[src/rtl/riscv_pkg.sv]
// Shared execute-stage types and constants used by the divide unit.
package riscv_pkg;

  localparam int XLEN = 32;

  typedef enum logic [1:0] {
    DIV  = 2'b00,
    DIVU = 2'b01,
    REM  = 2'b10,
    REMU = 2'b11
  } div_op_e;

  typedef enum logic [1:0] {
    IDLE = 2'b00,
    CALC = 2'b01,
    FIN  = 2'b10
  } div_state_e;

endpackage

[src/rtl/add_sub.sv]
// Adder/subtractor: res_o = opera_i + operb_i (T_i = 0) or opera_i - operb_i (T_i = 1).
module add_sub #(
  parameter int W = 32
) (
  input  logic [W-1:0] opera_i,
  input  logic [W-1:0] operb_i,
  input  logic         T_i,
  output logic [W-1:0] res_o
);

  always_comb begin
    res_o = opera_i + (operb_i ^ {W{T_i}}) + {{(W-1){1'b0}}, T_i};
  end

endmodule

[src/rtl/div_unit.sv]
// Iterative RV32M restoring divider (DIV/DIVU/REM/REMU), one quotient bit per cycle.
//
//   state | meaning
//   IDLE  | waiting for start_i; operands latched on acceptance
//   CALC  | 32 shift/trial-subtract steps
//   FIN   | sign fix-up, result_o written, valid_o pulsed
module div_unit
  import riscv_pkg::*;
#(
  parameter int XLEN  = 32,
  parameter int CNT_W = 5
) (
  input  logic            clk_i,
  input  logic            rst_ni,
  input  logic            start_i,
  input  logic [1:0]      op_i,
  input  logic [XLEN-1:0] opera_i,
  input  logic [XLEN-1:0] operb_i,
  input  logic            flush_i,
  output logic            busy_o,
  output logic            valid_o,
  output logic [XLEN-1:0] result_o
);

  div_state_e        state_q, state_d;
  div_op_e           op_q, op_d;
  logic              quo_neg_q, quo_neg_d;
  logic              rem_neg_q, rem_neg_d;
  logic [CNT_W-1:0]  cnt_q, cnt_d;
  logic [XLEN-1:0]   rem_q, rem_d;
  logic [XLEN-1:0]   quo_q, quo_d;
  logic [XLEN-1:0]   dvs_q, dvs_d;
  logic [XLEN-1:0]   result_q, result_d;
  logic              valid_q, valid_d;

  logic              is_signed, a_neg, b_neg, b_zero, ovf;
  logic [XLEN-1:0]   a_abs, b_abs;
  logic [XLEN:0]     shifted, trial_diff;
  logic              trial_ok;
  logic [XLEN-1:0]   quo_fix, rem_fix;

  always_comb begin
    is_signed = ~op_i[0];
    a_neg     = is_signed & opera_i[XLEN-1];
    b_neg     = is_signed & operb_i[XLEN-1];
    a_abs     = a_neg ? -opera_i : opera_i;
    b_abs     = b_neg ? -operb_i : operb_i;
    b_zero    = (operb_i == '0);
    ovf       = is_signed & (opera_i == {1'b1, {(XLEN-1){1'b0}}}) & (operb_i == '1);
  end

  assign shifted = {rem_q, quo_q[XLEN-1]};

  add_sub #(.W(XLEN + 1)) u_trial (
    .opera_i (shifted),
    .operb_i ({1'b0, dvs_q}),
    .T_i     (1'b1),
    .res_o   (trial_diff)
  );

  // shifted < 2*divisor, so bit XLEN of the 33-bit difference is an exact sign.
  assign trial_ok = ~trial_diff[XLEN];

  always_ff @(posedge clk_i or negedge rst_ni) begin
    if (!rst_ni) begin
      state_q   <= IDLE;
      op_q      <= DIV;
      quo_neg_q <= 1'b0;
      rem_neg_q <= 1'b0;
      cnt_q     <= '0;
      rem_q     <= '0;
      quo_q     <= '0;
      dvs_q     <= '0;
      result_q  <= '0;
      valid_q   <= 1'b0;
    end else begin
      state_q   <= state_d;
      op_q      <= op_d;
      quo_neg_q <= quo_neg_d;
      rem_neg_q <= rem_neg_d;
      cnt_q     <= cnt_d;
      rem_q     <= rem_d;
      quo_q     <= quo_d;
      dvs_q     <= dvs_d;
      result_q  <= result_d;
      valid_q   <= valid_d;
    end
  end

  always_comb begin
    state_d = state_q;
    case (state_q)
      IDLE: if (start_i && !flush_i) state_d = (b_zero || ovf) ? FIN : CALC;
      CALC: begin
        if (flush_i)            state_d = IDLE;
        else if (cnt_q == '1)   state_d = FIN;
      end
      FIN:     state_d = IDLE;
      default: state_d = IDLE;
    endcase
  end

  always_comb begin
    op_d      = op_q;
    quo_neg_d = quo_neg_q;
    rem_neg_d = rem_neg_q;
    cnt_d     = cnt_q;
    rem_d     = rem_q;
    quo_d     = quo_q;
    dvs_d     = dvs_q;
    result_d  = result_q;
    valid_d   = 1'b0;
    quo_fix   = quo_neg_q ? -quo_q : quo_q;
    rem_fix   = rem_neg_q ? -rem_q : rem_q;
    case (state_q)
      IDLE: begin
        if (start_i && !flush_i) begin
          op_d      = div_op_e'(op_i);
          cnt_d     = '0;
          dvs_d     = b_abs;
          // Divide-by-zero quotient stays all-ones regardless of operand signs.
          quo_neg_d = (a_neg ^ b_neg) & ~b_zero;
          rem_neg_d = a_neg;
          if (b_zero) begin
            quo_d = '1;
            rem_d = a_abs;
          end else if (ovf) begin
            quo_d = {1'b1, {(XLEN-1){1'b0}}};
            rem_d = '0;
          end else begin
            quo_d = a_abs;
            rem_d = '0;
          end
        end
      end
      CALC: begin
        if (!flush_i) begin
          rem_d = trial_ok ? trial_diff[XLEN-1:0] : shifted[XLEN-1:0];
          quo_d = {quo_q[XLEN-2:0], trial_ok};
          cnt_d = cnt_q + {{(CNT_W-1){1'b0}}, 1'b1};
        end
      end
      FIN: begin
        if (!flush_i) begin
          result_d = (op_q == REM || op_q == REMU) ? rem_fix : quo_fix;
          valid_d  = 1'b1;
        end
      end
      default: ;
    endcase
  end

  assign busy_o   = (state_q != IDLE);
  assign valid_o  = valid_q;
  assign result_o = result_q;

endmodule

[config.mk]
export PLATFORM = sky130hd
export DESIGN_NAME = div_unit
export DESIGN_NICKNAME = d
export VERILOG_FILES = /design/src/rtl/riscv_pkg.sv /design/src/rtl/add_sub.sv /design/src/rtl/div_unit.sv
export SDC_FILE = /design/constraint.sdc
export NUM_CORES = 1
export LEC_CHECK = 0
export ABC_AREA = 1
export ABC_CLOCK_PERIOD_IN_PS = 2700
export BUFFER_PORTS_ARGS = -buffer_cell sky130_fd_sc_hd__buf_2
export CORE_MARGIN = 2
export CORE_UTILIZATION = 45
export CTS_CLUSTER_SIZE = 28
export DETAILED_ROUTE_END_ITERATION = 12
export GPL_TIMING_DRIVEN = 0
export PLACE_DENSITY = 0.73
export SLEW_MARGIN = 15
export SYNTH_ARGS = -nofsm -noshare
export SYNTH_HDL_FRONTEND = slang
export SYNTH_SLANG_ARGS = --single-unit
[constraint.sdc]
create_clock -name clk_i -period 2.7 [get_ports clk_i]
set_input_delay 0.27 -clock clk_i [delete_from_list [all_inputs] [get_ports clk_i]]
set_output_delay 0.27 -clock clk_i [all_outputs]
set_load 0.005 [all_outputs]
==> results of run 1 <==
==> registers in the layout (all words and copies together), names as in the netlist <==
name,flops
state_q,2
op_q,1
rem_neg_q,1
dvs_q,32
rem_q,32
result_o,32
valid_o,1
quo_neg_q,1
quo_q,32
cnt_q,5
==> synth_stat cells, types with 6 or more instances <==
cell type,count
nand2_1,706
inv_1,321
nor2_1,221
o21ai_0,167
nand3_1,161
dfrtp_1,139
a21oi_1,100
xor2_1,47
ha_1,39
nor3_1,38
clkbuf_1,37
nand4_1,33
nand2_2,17
inv_2,13
xnor2_1,13
buf_2,12
nor2_2,9
o21ai_1,9
nor4_1,8
o22ai_1,8
a22oi_1,7
o21a_1,7
o31ai_1,7
a21oi_2,6
nand3b_1,6
or2_2,6
==> timing repair <==
action | in CTS | in global routing
pin swaps | 1 | 2
hold buffers | 1 | 0
endpoints found under the hold margin | 42 | 0
gates resized for setup | 4 | 7
endpoints found under the setup margin | 31 | 35
setup buffers | 1 | 1
==> per-layer routing <==
layer  vias up  share of wire
met4         2          0.034
met3        92          0.084
met5         -        0.00017
met1      6604           0.45
li1       7218              -
met2       582           0.43
==> cell usage in the layout, fill, tap and decap left out, types with 3 or more instances in the layout <==
master,instances
inv_2,14
or2_2,6
inv_6,6
clkbuf_16,17
a21o_1,3
nand3_1,161
o22ai_1,8
nand2_2,16
bufinv_16,3
a22oi_1,7
o21ai_0,167
and2_1,4
nor3_2,4
nor3_1,38
nor2_2,9
nand3b_1,6
o31ai_1,7
buf_2,114
nand2_4,7
nand4_1,33
ha_1,39
buf_4,5
a21oi_1,100
o21a_1,7
o21ai_1,9
a31oi_1,4
buf_1,4
o21ai_2,3
nand2_1,705
nor4_1,8
clkbuf_1,38
buf_6,4
xnor2_1,13
dfrtp_1,138
inv_1,319
a21oi_2,6
xor2_1,47
nor2_1,221
clkinv_1,4
==> worst min path at each step <==
| stage | endpoint |
|---|---|
| final | op_q[1] |
| after global routing | op_q[1] |
| after CTS | op_q[1] |
| after detailed placement | valid_o |
| after global placement | result_o[11] |
| after floorplan | cnt_q[0] |
==> cell families after synthesis <==
| family | after synthesis |
|---|---|
| flops | 139 |
| fa+ha+maj | 40 |
| buf+inv | 400 |
| compound gates | 326 |
| simple gates | 1228 |
| xor+xnor | 60 |
==> worst max-delay path, stage by stage, from the launching register on <==
cell     delay (ps)
dfrtp_2         430
inv_4            80
ha_1            230
fa_2            370
inv_2            70
nand3_1          70
nand2_2         110
nand2_2          70
nand2_4          90
nand2_2          70
nand2_4         100
nand2_4          70
nand2_4          70
nand2_1          80
nand2_4         120
buf_6           160
nand2_1          80
nand3_1          70
a21oi_1          70
==> area by class of cell <==
class | count | area (um^2) | area share
inverters | 338 | 1270 | 0.0861
clock inverters | 13 | 178 | 0.0120
plain buffers | 62 | 302 | 0.0204
repair buffers | 107 | 578 | 0.0391
clock buffers | 19 | 443 | 0.0300
multi-input cells | 1654 | 8040 | 0.544
flip-flops and latches | 139 | 3480 | 0.236
well taps | 384 | 480 | 0.0325
==> metrics by stage <==
step | TNS, ps | cell area, um^2 | cells
3_5_place_dp | -2990 | 14100 | 2681
2_1_floorplan | 0 | 13100 | 2193
4_1_cts | 0 | 14700 | 2715
5_1_grt | 0 | 14800 | 2716
6_report | 0 | 14800 | 2716
3_3_place_gp | -93200 | 14100 | 2680
==> power by group through the flow <==
stage                     clock (mW)  combinational (mW)  sequential, mW
after floorplan                    0                7.08            3.44
after global placement             0                9.72            3.81
after detailed placement           0                9.83            3.82
after CTS                       2.57                9.95            3.79
after global routing            2.66                11.4            3.90
final                           2.55                10.1            3.82
==> metrics.txt, run 1 <==
Worst Path Required 3010 ps; skew final 14.8 ps; Post-synth EDFFs 0; final WL 48200 um; part of the power in registers 0.231; Slew @ Worst Pin 763 ps; Compound-Gate Fraction of Synth Area 0.135; RR Startpoint quo_q[31]; worst skew pair latency 440 ps; clk sinks 139; #FFs+latches synth 139; Final Hold Violating Endpoints 0; Yosys top cell by area dfrtp_1; slew margin rel. 0.491; core area 28600 um^2; fmax 388 MHz; crit start category flop; Final Max Slew Viols 0; crit-path max FO 10; static leakage 7.82 nW; synth warn 0; hold path start op_i[1]; DRT Pass-1 Iters 6; Vias per Instance 5.34; Post-DRT Antenna Nets 0; post-DP HPWL 39700 um; GR met2 Demand/Resource 0.486; Pwr Density 1120 nW/um^2; hold path depth 3; met3 usage 0.0472; maximum vdd drop 0.000445 V; Tcrit/Tclk final 0.955; critical setup path kind flop to flop; top cells by area, synth dfrtp_1, nand2_1, inv_1; worst r2r path cells 18; largest net degree at the start of global routing 98; Synth Flop Type dfrtp_1; Crit. Startpoint quo_q[31]; M1 GR Usage 0.456; clock power share 0.154; Die X 174 um; I/O pin count 104; Internal 7.74 mW; clk root buf clkbuf_16; Cells after Synth 2193; clk slew on worst S/H paths 60 ps; Adder-Cell Fraction of Synth Area 0.0389; Layout Nets 2429; Total GRT Usage 0.318; synthesized area per cell 5.96 um^2; Critical Path AT 2880 ps; reg2reg end rem_q[0]; initial antenna violation count 1; crit path capture type flop; worst hold-check path type input pin to flop; Tmin final 2580 ps; CTS tree yes; Power Total 16.5 mW; outcome finished clean; final setup violating endpoints 0; Most Crowded Layer GR met2; slack of the critical path 121 ps; post-synthesis xor/xnor area fraction 0.0402; via count 14498; first-pass GRT wire length 74300 um; unrepaired setup endpoints after global routing false; DRC Markers 0; Max Cap Viol 0; Initial Utilization 0.456; PortBufs 103; Layout Utilization 0.516; main combinational cell family by area after synthesis simple AND/OR/NAND/NOR gates; hold slack final 83.1 ps; post-synthesis async set-or-reset flop share 1.00; die area 30400 um^2; DP Worst Slack -167 ps; GPL Wtd Cong 1.03; wire length per cell 17.8 um; Area growth, synth to finish 13.0%; std cell rows 62; top cell type's share of synthesized area 0.266; r2r setup slk 120 ps; vias in the first global route 13423; CTS Buffer Depth 2; Comb pwr share 0.614; CTS buffer count 17; Post-Synthesis Net Count 2303; switching part of the total power 0.531; Initial DRC Count 1375; Die Height 174 um; P_sw 8.76 mW; share of layout cells above drive strength 1 0.0999; CTS HTree Levels 4; part of the Yosys area used for sequential elements 0.266; # fillers 3052; post-synthesis mux area share 0; gr ovfl total 0; number of inserted diodes 0; Post-Syn Area 13100 um^2; Critical Path End rem_q[0]; simple-gate share of the synthesized area 0.400; Cell variety after synth 52
Note: power is estimated with default switching activity, not from simulation.
==> inputs of run 2 (changes only) <==
--- a/config.mk
+++ b/config.mk
@@ -6,14 +6,14 @@
 export NUM_CORES = 1
 export LEC_CHECK = 0
 export ABC_AREA = 1
-export ABC_CLOCK_PERIOD_IN_PS = 2700
+export ABC_CLOCK_PERIOD_IN_PS = 3050
 export BUFFER_PORTS_ARGS = -buffer_cell sky130_fd_sc_hd__buf_2
 export CORE_MARGIN = 2
 export CORE_UTILIZATION = 45
 export CTS_CLUSTER_SIZE = 28
 export DETAILED_ROUTE_END_ITERATION = 12
 export GPL_TIMING_DRIVEN = 0
-export PLACE_DENSITY = 0.73
+export PLACE_DENSITY = 0.72
 export SLEW_MARGIN = 15
 export SYNTH_ARGS = -nofsm -noshare
 export SYNTH_HDL_FRONTEND = slang
==> constraint.sdc (replaced) <==
create_clock -name clk_i -period 3.05 [get_ports clk_i]
set_input_delay 0.305 -clock clk_i [delete_from_list [all_inputs] [get_ports clk_i]]
set_output_delay 0.305 -clock clk_i [all_outputs]
set_load 0.005 [all_outputs]
==> metrics.txt, run 2 (synthesis results as in run 1) <==
crit path capture type flop (unchanged); share of layout cells above drive strength 1 0.0974 (was 0.0999); I/O pin count 104 (unchanged); outcome finished clean (unchanged); RR Startpoint quo_q[31] (unchanged); Worst Path Required 3350 ps (was 3010 ps); Initial DRC Count 1573 (was 1375); final setup violating endpoints 0 (unchanged); critical setup path kind flop to flop (unchanged); worst skew pair latency 450 ps (was 440 ps); number of inserted diodes 0 (unchanged); Tcrit/Tclk final 0.940 (was 0.955); skew final 15.6 ps (was 14.8 ps); maximum vdd drop 0.000436 V (was 0.000445 V); DRT Pass-1 Iters 8 (was 6); clk root buf clkbuf_16 (unchanged); hold path start start_i (was op_i[1]); Crit. Startpoint quo_q[31] (unchanged); switching part of the total power 0.544 (was 0.531); static leakage 7.79 nW (was 7.82 nW); unrepaired setup endpoints after global routing false (unchanged); clock power share 0.145 (was 0.154); die area 30400 um^2 (unchanged); P_sw 7.80 mW (was 8.76 mW); Post-DRT Antenna Nets 0 (unchanged); Multi-input gate area 8020 um^2 (was 8040 um^2); Layout Nets 2427 (was 2429); fmax 349 MHz (was 388 MHz); Die X 174 um (unchanged); Critical Path AT 3170 ps (was 2880 ps); PortBufs 103 (unchanged); Tmin final 2870 ps (was 2580 ps); dpl cell area 14100 um^2 (unchanged); vias in the first global route 13282 (was 13423); core area 28600 um^2 (unchanged); commonest non-fill, non-tap cell in the layout nand2_1 (unchanged); Die Height 174 um (unchanged); DRC Markers 0 (unchanged); clk sinks 139 (unchanged); Power Total 14.3 mW (was 16.5 mW); Internal 6.54 mW (was 7.74 mW); crit-path max FO 10 (unchanged); Setup TNS Final 0 ps (unchanged); final WL 48600 um (was 48200 um); Pwr Density 977 nW/um^2 (was 1120 nW/um^2); slew margin rel. 0.427 (was 0.491); GPL Wtd Cong 1.02 (was 1.03); clk slew on worst S/H paths 70 ps (was 60 ps); Area growth, synth to finish 12.4% (was 13.0%); most frequent cells in the layout nand2_1, inv_1, nor2_1 (unchanged); Comb pwr share 0.621 (was 0.614); largest net degree at the start of global routing 79 (was 98); Final Hold Violating Endpoints 0 (unchanged); Total GRT Usage 0.321 (was 0.318); postcts setup bufs 0 (was 1); Seq. cell area 3480 um^2 (about the same); via count 14754 (was 14498); gr ovfl total 0 (unchanged); worst hold-check path type input pin to flop (unchanged); crit start category flop (unchanged); initial antenna violation count 0 (was 1); Final Max Slew Viols 0 (unchanged); Initial Utilization 0.456 (unchanged); Vias per Instance 5.44 (was 5.34); wire length per cell 17.9 um (was 17.8 um); CTS HTree Levels 4 (unchanged); CTS tree yes (unchanged); # fillers 3049 (was 3052); std cell rows 62 (unchanged); post-DP HPWL 40300 um (was 39700 um); part of the power in registers 0.235 (was 0.231); first-pass GRT wire length 75100 um (was 74300 um); fin area 14700 um^2 (was 14800 um^2); CTS buffer count 17 (unchanged); Slew @ Worst Pin 859 ps (was 763 ps); CTS Buffer Depth 2 (unchanged); Max Cap Viol 0 (unchanged)
-- run 2: cell types whose count changed in the layout (fill, tap and decap cells not counted), sizes merged --
cell      before  now
clkinv         5    9
clkbuf        57   54
bufinv         3    0
inv          341  344
clkinvlp       2    0
buf          130  129
-- run 2: per-layer routing --
| metal | part of all wire | vias up | global-route usage |
|---|---|---|---|
| met5 | 0 | - | 0 |
| met4 | 0.021 | 0 | 0.0756 |
| met3 | 0.079 | 65 | 0.0424 |
| met2 | 0.43 | 637 | 0.492 |
| met1 | 0.47 | 6855 | 0.478 |
| li1 | - | 7197 | - |
-- run 2: worst max-delay path, stage by stage, from the launching register on --
cell     delay (ps)
dfrtp_1         420
inv_2           120
ha_1            240
fa_1            430
inv_1           120
nand3_1          90
nand2_2         120
nand2_2          60
nand2_2         120
nand2_2          80
nand2_4          90
nand2_4          80
nand2_4          80
nand2_1          60
nand2_2         180
buf_4           230
nand2_1          70
nand3_1          80
a21oi_1          70
-- run 2: area by class of cell --
cell class	count	area share
repair buffers	105	0.0384
clock inverters	15	0.00989
clock buffers	17	0.0290
multi-input cells	1654	0.546
flip-flops and latches	139	0.237
plain buffers	62	0.0202
well taps	384	0.0327
inverters	338	0.0864
-- run 2: worst paths after layout --
kind	slack, ps	cells past startpoint	to
setup / recovery	180	18	rem_q[7]
hold / removal	170	3	state_q[0]
setup reg to reg	180	18	rem_q[7]
hold reg to reg	470	2	result_o[28]
max in group asynchronous	1890	3	dvs_q[9]
min in group asynchronous	380	2	valid_o
-- run 2: timing repair --
action | 4_1_cts | 5_1_grt
setup endpoints to repair | 0 | 10
hold buffers | 1 | 0
hold endpoints to repair | 61 | 0
gates resized for setup | 0 | 1
-- run 2: stage by stage --
| step | util | setup slack, ps | hold WS, ps | std cells |
|---|---|---|---|---|
| floorplan | - | 822 | 9.41 | 2193 |
| CTS | 0.513 | 169 | 165 | 2714 |
| finish | 0.513 | 182 | 171 | 2714 |
| global placement | 0.491 | -333 | 460 | 2680 |
| detailed placement | 0.493 | 202 | 276 | 2681 |
| global route | 0.513 | 38.3 | 190 | 2714 |
-- run 2: power by group through the flow --
stage | sequential, mW | clock (mW) | combinational [mW]
2_1_floorplan | 3.05 | 0 | 6.27
3_3_place_gp | 3.34 | 0 | 8.63
3_5_place_dp | 3.36 | 0 | 8.73
4_1_cts | 3.33 | 2.08 | 8.78
5_1_grt | 3.43 | 2.17 | 10.0
6_report | 3.36 | 2.08 | 8.90
